$ cat src/rtl/mode_counter.sv
// mode_counter: W-bit counter with runtime-programmable inclusive limit and four modes.
//   mode 00 up-wrap, 01 down-wrap, 10 bounce (up/down ping-pong), 11 hold.
//   Adds enable, synchronous load, a direction flag and a one-cycle terminal-count pulse.
// Ports:
//   clk       in   clock, all state updates on posedge
//   rst       in   synchronous reset, active-high (cnt=RST_VAL, dir=1, tc=0)
//   en        in   count enable
//   load      in   synchronous load of load_val, priority over en
//   load_val  in   [W-1:0] value to load (not clamped)
//   mode      in   [1:0] counting mode
//   limit     in   [W-1:0] inclusive upper bound of the counting range
//   cnt       out  [W-1:0] registered count
//   dir       out  registered direction, 1 = up, 0 = down
//   tc        out  registered pulse on wrap or turn-around
module mode_counter #(
   parameter int unsigned W       = 3,
   parameter int unsigned RST_VAL = 0
) (
   input  logic         clk,
   input  logic         rst,
   input  logic         en,
   input  logic         load,
   input  logic [W-1:0] load_val,
   input  logic [1:0]   mode,
   input  logic [W-1:0] limit,
   output logic [W-1:0] cnt,
   output logic         dir,
   output logic         tc
);

   typedef enum logic {
      DOWN = 1'b0,
      UP   = 1'b1
   } dir_t;

   typedef enum logic [1:0] {
      M_UP     = 2'b00,
      M_DOWN   = 2'b01,
      M_BOUNCE = 2'b10,
      M_HOLD   = 2'b11
   } mode_t;

   localparam logic [W-1:0] ONE = {{(W-1){1'b0}}, 1'b1};

   logic [W-1:0] cnt_q, cnt_n;
   dir_t         dir_q, dir_n;
   logic         tc_q, tc_n;
   mode_t        mode_e;

   assign mode_e = mode_t'(mode);

   always_ff @(posedge clk) begin
      if (rst) begin
         cnt_q <= W'(RST_VAL);
         dir_q <= UP;
         tc_q  <= 1'b0;
      end else begin
         cnt_q <= cnt_n;
         dir_q <= dir_n;
         tc_q  <= tc_n;
      end
   end

   // Bounce mode keeps its FSM state in dir_q; the other modes force dir.
   always_comb begin
      cnt_n = cnt_q;
      dir_n = dir_q;
      tc_n  = 1'b0;
      if (load) begin
         cnt_n = load_val;
         case (mode_e)
            M_UP, M_BOUNCE: dir_n = UP;
            M_DOWN:         dir_n = DOWN;
            default:        dir_n = dir_q;
         endcase
      end else if (en && mode_e != M_HOLD) begin
         if (cnt_q > limit) begin
            // Out-of-range value (from load or a lowered limit) is pulled back silently.
            cnt_n = limit;
            case (mode_e)
               M_UP:    dir_n = UP;
               default: dir_n = DOWN;
            endcase
         end else if (limit == '0) begin
            cnt_n = '0;
            case (mode_e)
               M_UP:    dir_n = UP;
               M_DOWN:  dir_n = DOWN;
               default: dir_n = dir_q;
            endcase
         end else begin
            case (mode_e)
               M_UP: begin
                  dir_n = UP;
                  if (cnt_q == limit) begin
                     cnt_n = '0;
                     tc_n  = 1'b1;
                  end else begin
                     cnt_n = cnt_q + ONE;
                  end
               end
               M_DOWN: begin
                  dir_n = DOWN;
                  if (cnt_q == '0) begin
                     cnt_n = limit;
                     tc_n  = 1'b1;
                  end else begin
                     cnt_n = cnt_q - ONE;
                  end
               end
               default: begin
                  if (dir_q == UP) begin
                     if (cnt_q == limit) begin
                        cnt_n = limit - ONE;
                        dir_n = DOWN;
                        tc_n  = 1'b1;
                     end else begin
                        cnt_n = cnt_q + ONE;
                     end
                  end else begin
                     if (cnt_q == '0) begin
                        cnt_n = ONE;
                        dir_n = UP;
                        tc_n  = 1'b1;
                     end else begin
                        cnt_n = cnt_q - ONE;
                     end
                  end
               end
            endcase
         end
      end
   end

   assign cnt = cnt_q;
   assign dir = dir_q;
   assign tc  = tc_q;

endmodule

$ cat config.mk
export PLATFORM = sky130hd
export DESIGN_NAME = mode_counter
export DESIGN_NICKNAME = d
export VERILOG_FILES = /design/src/rtl/mode_counter.sv
export SDC_FILE = /design/constraint.sdc
export NUM_CORES = 1
export LEC_CHECK = 0
export CAP_MARGIN = 20
export CORE_MARGIN = 1.5
export CORE_UTILIZATION = 48
export DETAILED_ROUTE_END_ITERATION = 6
export PLACE_DENSITY = 0.87
export RECOVER_POWER = 25
export REMOVE_ABC_BUFFERS = 1
export SLEW_MARGIN = 20
export SYNTH_ARGS = -nofsm -noshare
export SYNTH_HDL_FRONTEND = slang
export SYNTH_SLANG_ARGS = --single-unit
$ cat constraint.sdc
create_clock -name clk -period 2.7 [get_ports clk]
set_input_delay 0.54 -clock clk [delete_from_list [all_inputs] [get_ports clk]]
set_output_delay 0.54 -clock clk [all_outputs]
set_load 0.05 [all_outputs]
==> flow_metrics.tcl, run 1 <==
set metrics [dict create \
    status "complete, no violations" \
    multi_input_area_sq_um 547 \
    die_w_microns 41.7 \
    drc 0 \
    max_cap_viol_count 0 \
    start_util_pct 53.3 \
    cp-startpoint "limit[2]" \
    gp_routability_congestion 0.931 \
    post_cts_resized 0 \
    grt_pass1_vias 796 \
    skew_ps 2.62 \
    finalHoldViolCount 0 \
    whs_ps 721 \
    reg2reg_slack_ps 510 \
    postCtsHoldBufs 0 \
    worstReg2RegEnd "cnt[2]$_SDFFE_PP0P_" \
    tightest_slew_ps 538 \
    ys_types 34 \
    synth-seq-cells 5 \
    dp_hpwl_mm 1.59 \
    routed_wl_mm 2.05 \
    area_growth_pct 33.6 \
    finalCriticalPeriod_ps 2500 \
    switchingPower_uw 185 \
    grt_use_total_pct 25.6 \
    critPathMaxFanout 5 \
    syn_area_sq_um 719 \
    clkSinkCount 5 \
    fin_crit_sh_pct 92.5 \
    final_common_cell "clkdlybuf4s50_1" \
    fin_ws_ps 203 \
    final_layout_size_suffix_gt1_share_pct 13.6 \
    required_ps 2860 \
    clkPwrFrac_pct 21.8 \
    leakage_uw 0.000431 \
    antenna_left 0 \
    seq_power_share_pct 22.1 \
    numCtsBuffers 3 \
    path_clk_slew_ps 50 \
    crit_arrival_ps 2650 \
    vias 790 \
    yosysWarnings 0 \
    cts_setup_buffers 0 \
    pin_count 17 \
    routed_via_density 5.94 \
    wire_per_inst_microns 15.4 \
    ys_seq_area_share_pct 13.9 \
    hp-class "flop to flop" \
    drt_iter0_drc 48 \
    die_area_sq_um 1740 \
    start_kind "input pin" \
    placed_area_sq_um 935 \
    clk_path_buf_depth 2 \
    relSlewSlack_pct 64.0 \
    antenna_cells 0 \
    synth_cells 95 \
    htree_num_levels 1 \
    timing.rr.start "cnt[0]$_SDFFE_PP0P_" \
    num_rows 13 \
    end_kind "flop" \
    insertion_delay_ps 250 \
    max_freq_mhz 401 \
    rsz0062_at_grt "no" \
    final_cell_mix "clkdlybuf4s50_1 (14), inv_1 (11), ha_1 (9), buf_4 (9)" \
    design_area_sq_um 961 \
    tritoncts "done" \
    portBuffers 16 \
    seq_area_sq_um 100 \
    grt_overflow 0 \
    avgSynthCellArea_sq_um 7.57 \
    cts_root_buf "clkbuf_4" \
    p_per_area_nw_per_um2 449 \
    critPathKind "input pin to flop" \
    pwr-share-comb_pct 56.1 \
    drtPass1Iterations 4 \
    antenna_found_initial 0 \
    setup_viol 0 \
    core_sq_um 1350 \
    slew_viol_final 0 \
    die_h_microns 41.7 \
    intPower_uw 247 \
    crit_path_end "cnt[2]$_SDFFE_PP0P_" \
    sw_frac_of_total_pct 42.9 \
    dp_slack_ps -32.2 \
    grt_pass1_wl_mm 3.46 \
    nets 140 \
    ir_drop_uv 198 \
    n_fill_cell 106 \
    r2r_cells 7 \
    grt_max_degree 14 \
]
## area by class of cell
| class | count | share of cell area [%] |
|---|---|---|
| Clock buffer | 4 | 2.73 |
| Inverter | 11 | 4.30 |
| Sequential cell | 5 | 10.4 |
| Timing Repair Buffer | 25 | 23.7 |
| Multi-Input combinational cell | 73 | 56.9 |
| Tap cell | 15 | 1.95 |
## logic make-up (layout without fill, tap and decap cells)
family                     after synthesis  count (layout)  share of synthesized area (%)
adders and majority gates                9               9                           15.7
AOI/OAI and AO/OA                       32              32                           32.5
muxes                                    4               4                           5.57
xor gates and xnor gates                 2               2                           2.44
DFF                                      5               5                           13.9
buffers and inverters                   17              40                           10.1
and+or+nand+nor                         26              26                           19.8
## worst max-delay path, cell delays in order
cell	delay, ps
clkdlybuf4s50_1	470
inv_1	60
ha_1	340
a21oi_1	320
a21oi_4	120
nand2b_4	170
o31a_1	330
a2111oi_4	310
## state kept, by name, summed over array words and instances (netlist names)
register  count
cnt           3
tc            1
dir           1
## worst min path at each step
stage	to	slack [ps]	depth (start not counted)	start
final	cnt[0]$_SDFFE_PP0P_	720	2	cnt[0]$_SDFFE_PP0P_
after global routing	cnt[0]$_SDFFE_PP0P_	740	2	cnt[0]$_SDFFE_PP0P_
after CTS	cnt[0]$_SDFFE_PP0P_	720	2	cnt[0]$_SDFFE_PP0P_
after detailed placement	cnt[0]$_SDFFE_PP0P_	680	2	cnt[0]$_SDFFE_PP0P_
after global placement	cnt[0]$_SDFFE_PP0P_	690	2	cnt[0]$_SDFFE_PP0P_
after floorplan	cnt[2]$_SDFFE_PP0P_	600	1	rst
## power groups by stage
stage	sequential (uW)	combinational, uW	clock [uW]
6_report	95.6	242	94.1
5_1_grt	97.3	260	105
4_1_cts	95.2	239	96.6
3_5_place_dp	96.7	237	0
3_3_place_gp	96.8	232	0
2_1_floorplan	118	126	0
## cells in the mapped netlist
| cell type | count | area [sq um] |
|---|---|---|
| a221oi_1 | 2 | 17.5 |
| o31a_1 | 1 | 8.76 |
| mux2i_1 | 4 | 40.0 |
| ha_1 | 9 | 113 |
| o21ai_0 | 8 | 40.0 |
| inv_1 | 11 | 41.3 |
| a21oi_4 | 1 | 16.3 |
| clkbuf_1 | 3 | 11.3 |
| nor2b_1 | 1 | 6.26 |
| buf_6 | 1 | 11.3 |
| a211oi_1 | 2 | 15.0 |
| and2_1 | 1 | 6.26 |
| a31oi_1 | 2 | 12.5 |
| nand3_1 | 2 | 10.0 |
| buf_2 | 1 | 5.00 |
| dfxtp_1 | 5 | 100 |
| a21oi_1 | 8 | 40.0 |
| nor2_1 | 3 | 11.3 |
| a221o_1 | 1 | 10.0 |
| o31ai_1 | 3 | 22.5 |
| a31o_2 | 1 | 8.76 |
| a2111oi_4 | 1 | 27.5 |
| nor4_1 | 1 | 6.26 |
| nand3b_1 | 2 | 15.0 |
| a21o_1 | 2 | 15.0 |
| nand2b_4 | 1 | 13.8 |
| buf_1 | 1 | 3.75 |
| xnor2_1 | 2 | 17.5 |
| or4_1 | 1 | 7.51 |
| nand2_1 | 8 | 30.0 |
| nor3_1 | 3 | 15.0 |
| or3_1 | 1 | 6.26 |
| nor4b_1 | 1 | 8.76 |
| and3_1 | 1 | 6.26 |
## metrics by stage
stage	utilization (%)	cells	TNS [ps]	power, uW
2_1_floorplan	-	89	0	245
3_3_place_gp	69.2	129	0	329
3_5_place_dp	69.2	129	-32.2	334
4_1_cts	71.2	133	0	431
5_1_grt	71.2	133	0	462
6_report	71.2	133	0	432
## routing by layer
layer	wire length (microns)	part of all wire [%]	GRT usage, %
met1	876	43	30.5
met2	1010	49	43.8
met3	133	6.5	7.83
met4	31	1.5	7.74
met5	0	0	0
(Power assumes the default switching activity.)
==> run 2: changes to the inputs <==
--- a/config.mk
+++ b/config.mk
@@ -7,9 +7,9 @@
 export LEC_CHECK = 0
 export CAP_MARGIN = 20
 export CORE_MARGIN = 1.5
-export CORE_UTILIZATION = 48
+export CORE_UTILIZATION = 47
 export DETAILED_ROUTE_END_ITERATION = 6
-export PLACE_DENSITY = 0.87
+export PLACE_DENSITY = 0.86
 export RECOVER_POWER = 25
 export REMOVE_ABC_BUFFERS = 1
 export SLEW_MARGIN = 20
==> run 2 against run 1 <==
Fmax rose by 2.0%. Power fell by 1.2%. Final cell count did not move. Worst hold slack got worse by 3.1 ps. Clock skew fell by 2.3 ps. Register-to-register slack improved by 50 ps. Sequential cell count did not move. Count of clock-buffer cells in the layout did not move. Die area rose by 2.0%. Critical path depth did not move. Combinational power barely moved. Critical endpoint unchanged.
==> flow_metrics.tcl, run 2 (synthesized netlist as in run 1, its figures left out) <==
set metrics [dict create \
    path_buf_inv 2 \
    start_kind "input pin" \
    required_ps 2850 \
    end_kind "flop" \
    routed_wl_mm 1.93 \
    drc 0 \
    insertion_delay_ps 250 \
    grt_use_total_pct 22.7 \
    critPathKind "input pin to flop" \
    placed_area_sq_um 935 \
    cts_setup_buffers 0 \
    r2r_cells 7 \
    die_w_microns 42.1 \
    seq_power_share_pct 22.4 \
    rsz0062_at_grt "no" \
    antenna_cells 0 \
    routed_via_density 6.17 \
    whs_ps 718 \
    finalCriticalPeriod_ps 2450 \
    clkPwrFrac_pct 21.1 \
    final_common_cell "clkdlybuf4s50_1" \
    core_sq_um 1370 \
    max_freq_mhz 409 \
    drt_iter0_drc 31 \
    cp-startpoint "limit[2]" \
    design_area_sq_um 961 \
    crit_family "compound AO/OA/AOI/OAI gates" \
    pwr-share-comb_pct 56.5 \
    status "complete, no violations" \
    relSlewSlack_pct 64.6 \
    intPower_uw 246 \
    die_area_sq_um 1770 \
    largest_register_ffs 3 \
    switchingPower_uw 181 \
    pin_count 17 \
    hp-class "flop to flop" \
    finalHoldViolCount 0 \
    wire_per_inst_microns 14.5 \
    sw_frac_of_total_pct 42.3 \
    tightest_slew_ps 530 \
    min_from "cnt[0]$_SDFFE_PP0P_" \
    hold_end "cnt[0]$_SDFFE_PP0P_" \
    drtPass1Iterations 4 \
    p_per_area_nw_per_um2 444 \
    antenna_left 0 \
    grt_max_degree 14 \
    final_layout_size_suffix_gt1_share_pct 13.6 \
    skew_ps 0.323 \
    antenna_found_initial 0 \
    clkSinkCount 5 \
    area_growth_pct 33.6 \
    reg2reg_slack_ps 560 \
    portBuffers 16 \
    gp_routability_congestion 0.905 \
    cp_cell_sequence "clkdlybuf4s50_1 -> inv_1 -> ha_1 -> a21oi_1 -> a21oi_4 -> nand2b_4 -> o31a_1 -> a2111oi_4" \
    tns_ps 0 \
    crit_arrival_ps 2600 \
    slowest_delay_ps 480 \
    setup_viol 0 \
    leakage_uw 0.000431 \
    num_rows 13 \
    timing.rr.start "cnt[0]$_SDFFE_PP0P_" \
    path_clk_slew_ps 40 \
    grt_overflow 0 \
    postCtsHoldBufs 0 \
    start_util_pct 52.7 \
    worstHoldPathCells 2 \
    slowest_stage "clkdlybuf4s50_1" \
    dp_hpwl_mm 1.52 \
    clk_path_buf_depth 2 \
    htree_num_levels 1 \
    grt_pass1_vias 749 \
    numCtsBuffers 3 \
    nets 140 \
    grt_pass1_wl_mm 3.15 \
    max_cap_viol_count 0 \
    critPathMaxFanout 5 \
    die_h_microns 42.1 \
    cts_root_buf "clkbuf_4" \
    fin_crit_sh_pct 90.6 \
    tritoncts "done" \
    post_cts_resized 0 \
    slew_viol_final 0 \
    ir_drop_uv 263 \
    vias 820 \
    worstReg2RegEnd "cnt[2]$_SDFFE_PP0P_" \
    final_cell_mix "clkdlybuf4s50_1 (14), inv_1 (11), ha_1 (9), buf_4 (9)" \
]
[run 2: cell counts in the layout (fill, tap and decap cells not counted)]
Identical to the previous run, type by type.
[run 2: worst reg2reg max path, stage by stage (launching register included)]
cell and delay, ps:
dfxtp_1 430, inv_1 130, ha_1 320, and3_1 300, a21oi_4 70, nand2b_4 170, o31a_1 330, a2111oi_4 300
[run 2: metal layers]
layer	vias to the layer above	share of wire (%)	GRT usage, %
li1	394	-	-
met1	376	42	27.2
met2	43	48	38.4
met3	7	8.0	6.90
met4	0	1.7	7.50
met5	-	0	0
[run 2: metrics by stage]
stage,setup slack (ps),util (%),instances,power (uW)
2_1_floorplan,324,-,89,245
3_3_place_gp,72.8,68.4,129,326
3_5_place_dp,19.6,68.4,129,333
4_1_cts,271,70.3,133,425
5_1_grt,169,70.3,133,456
6_report,253,70.3,133,427
[run 2: power by group through the flow]
stage	Sequential, uW	Clock (uW)	Combinational, uW
5_1_grt	96.1	99.0	261
6_report	95.6	90.2	241
3_3_place_gp	95.9	0	230
4_1_cts	95.1	92.5	238
2_1_floorplan	118	0	126
3_5_place_dp	96.5	0	237
[run 2: worst max-delay path by stage]
stage	endpoint	slack, ps	cells after the start
2_1_floorplan	cnt[2]$_SDFFE_PP0P_	320	7
3_3_place_gp	cnt[2]$_SDFFE_PP0P_	70	8
5_1_grt	cnt[2]$_SDFFE_PP0P_	170	8
6_report	cnt[2]$_SDFFE_PP0P_	250	8
3_5_place_dp	cnt[2]$_SDFFE_PP0P_	20	8
4_1_cts	cnt[2]$_SDFFE_PP0P_	270	8
[run 2: cell type report]
cell class | instances | area (sq um)
multi-input combinational | 73 | 547
tap | 15 | 18.8
inverter | 11 | 41.3
fill | 104 | 405
clock buffer | 4 | 26.3
timing repair buffer | 25 | 228
sequential | 5 | 100
==> run 3: changes to the inputs <==
--- a/config.mk
+++ b/config.mk
@@ -6,12 +6,15 @@
 export NUM_CORES = 1
 export LEC_CHECK = 0
 export CAP_MARGIN = 20
+export CELL_PAD_IN_SITES_DETAIL_PLACEMENT = 2
+export CELL_PAD_IN_SITES_GLOBAL_PLACEMENT = 2
 export CORE_MARGIN = 1.5
-export CORE_UTILIZATION = 47
+export CORE_UTILIZATION = 27
 export DETAILED_ROUTE_END_ITERATION = 6
-export PLACE_DENSITY = 0.86
+export PLACE_DENSITY = 0.87
 export RECOVER_POWER = 25
 export REMOVE_ABC_BUFFERS = 1
+export SKIP_CTS_REPAIR_TIMING = 1
 export SLEW_MARGIN = 20
 export SYNTH_ARGS = -nofsm -noshare
 export SYNTH_HDL_FRONTEND = slang
==> run 3 against run 2 <==
Clock skew is essentially flat. Highest routed layer unchanged. Count of clock-buffer cells in the layout did not move. Die area rose by 68%. Fmax down 0.78%. Sequential power grew 1%. Clock power shrank 1%. Critical endpoint unchanged. Sequential share of layout area decreased by 0.28 points. Routed wire length increased by 36%. Register-to-register slack lost 30 ps.
==> flow_metrics.tcl, run 3 (synthesized netlist as in run 1, its figures left out) <==
set metrics [dict create \
    relSlewSlack_pct 64.3 \
    nets 141 \
    tns_ps 0 \
    routed_via_density 5.42 \
    p_per_area_nw_per_um2 447 \
    portBuffers 16 \
    required_ps 2850 \
    num_rows 18 \
    routed_wl_mm 2.61 \
    grt_overflow 0 \
    worstHoldPathCells 2 \
    largest_register_ffs 3 \
    finalHoldViolCount 0 \
    start_kind "input pin" \
    ir_drop_uv 307 \
    htree_num_levels 1 \
    tritoncts "done" \
    clkSinkCount 5 \
    clk_path_buf_depth 2 \
    max_cap_viol_count 0 \
    area_growth_pct 37.2 \
    fin_cells 149 \
    skew_ps 0.748 \
    die_w_microns 54.6 \
    crit_arrival_ps 2610 \
    antenna_cells 0 \
    r2r_cells 7 \
    grt_max_degree 14 \
    core_sq_um 2500 \
    reg2reg_slack_ps 530 \
    worstReg2RegEnd "cnt[2]$_SDFFE_PP0P_" \
    drc 0 \
    grt_pass1_vias 923 \
    setup_viol 0 \
    final_cell_mix "clkdlybuf4s50_1 (14), inv_1 (11), buf_4 (10), ha_1 (9)" \
    max_freq_mhz 405 \
    final_layout_size_suffix_gt1_share_pct 14.3 \
    end_kind "flop" \
    drt_iter0_drc 5 \
    n_fill_cell 305 \
    insertion_delay_ps 240 \
    critPathMaxFanout 5 \
    slew_viol_final 0 \
    multi_input_area_sq_um 547 \
    finalCriticalPeriod_ps 2470 \
    cts_root_buf "clkbuf_4" \
    status "complete, no violations" \
    critPathKind "input pin to flop" \
    dp_hpwl_mm 2.12 \
    die_area_sq_um 2980 \
    vias 807 \
    whs_ps 695 \
    hold_end "cnt[0]$_SDFFE_PP0P_" \
    grt_use_total_pct 20.5 \
    drtPass1Iterations 4 \
    fin_crit_sh_pct 91.3 \
    seq_area_sq_um 100 \
    gp_routability_congestion 0.820 \
    rsz0062_at_grt "no" \
    hp-class "flop to flop" \
    die_h_microns 54.6 \
    pin_count 17 \
    numCtsBuffers 3 \
    dp_cells 145 \
    tightest_slew_ps 534 \
    wire_per_inst_microns 17.5 \
    leakage_uw 0.000436 \
    start_util_pct 28.8 \
    antenna_left 0 \
    antenna_found_initial 0 \
    timing.rr.start "cnt[0]$_SDFFE_PP0P_" \
    final_common_cell "clkdlybuf4s50_1" \
    path_clk_slew_ps 50 \
    min_from "cnt[0]$_SDFFE_PP0P_" \
    grt_pass1_wl_mm 4.29 \
]
run 3: cell count changes in the layout (fill, tap and decap cells not counted):
| cell | delta |
|---|---|
| buf_4 | +1 |
run 3: worst max-delay path: stages:
cell,delay (ps)
clkdlybuf4s50_1,480
inv_1,60
ha_1,330
and3_1,340
a21oi_4,70
nand2b_4,160
o31a_1,330
a2111oi_4,310
run 3: per-stage QoR:
step	power (uW)	worst slack, ps	area, sq um	util [%]
global placement	342	71.3	961	38.4
floorplan	245	324	688	-
global route	477	132	987	39.5
detailed placement	354	-8.80	961	38.4
CTS	448	244	987	39.5
finish	441	234	987	39.5
run 3: worst max-delay path by stage:
stage	depth (start not counted)	slack, ps	endpoint	start
finish	8	230	cnt[2]$_SDFFE_PP0P_	limit[2]
global route	8	130	cnt[2]$_SDFFE_PP0P_	limit[2]
CTS	8	240	cnt[2]$_SDFFE_PP0P_	limit[2]
detailed placement	8	-9	cnt[2]$_SDFFE_PP0P_	limit[1]
global placement	8	70	cnt[2]$_SDFFE_PP0P_	limit[2]
floorplan	7	320	cnt[2]$_SDFFE_PP0P_	cnt[0]$_SDFFE_PP0P_
run 3: final cells by class:
type	count	share of cell area, %
Multi-Input combinational cell	73	55.4
Clock buffer	4	2.66
Sequential cell	5	10.1
Inverter	11	4.18
Timing Repair Buffer	26	23.8
Tap cell	30	3.80
run 3: report_power, final:
group | switching [uW] | total [uW] | internal (uW)
Combinational | 143 | 256 | 113
Clock | 32.9 | 88.9 | 56.0
Sequential | 15.2 | 96.8 | 81.6
Total | 191 | 441 | 250
run 3: per-layer routing:
layer	up-vias	wire, microns	global-route usage, %
met2	14	1380	36.9
met4	0	21	1.67
li1	393	-	-
met3	2	55	4.92
met5	-	0	0
met1	398	1160	25.3
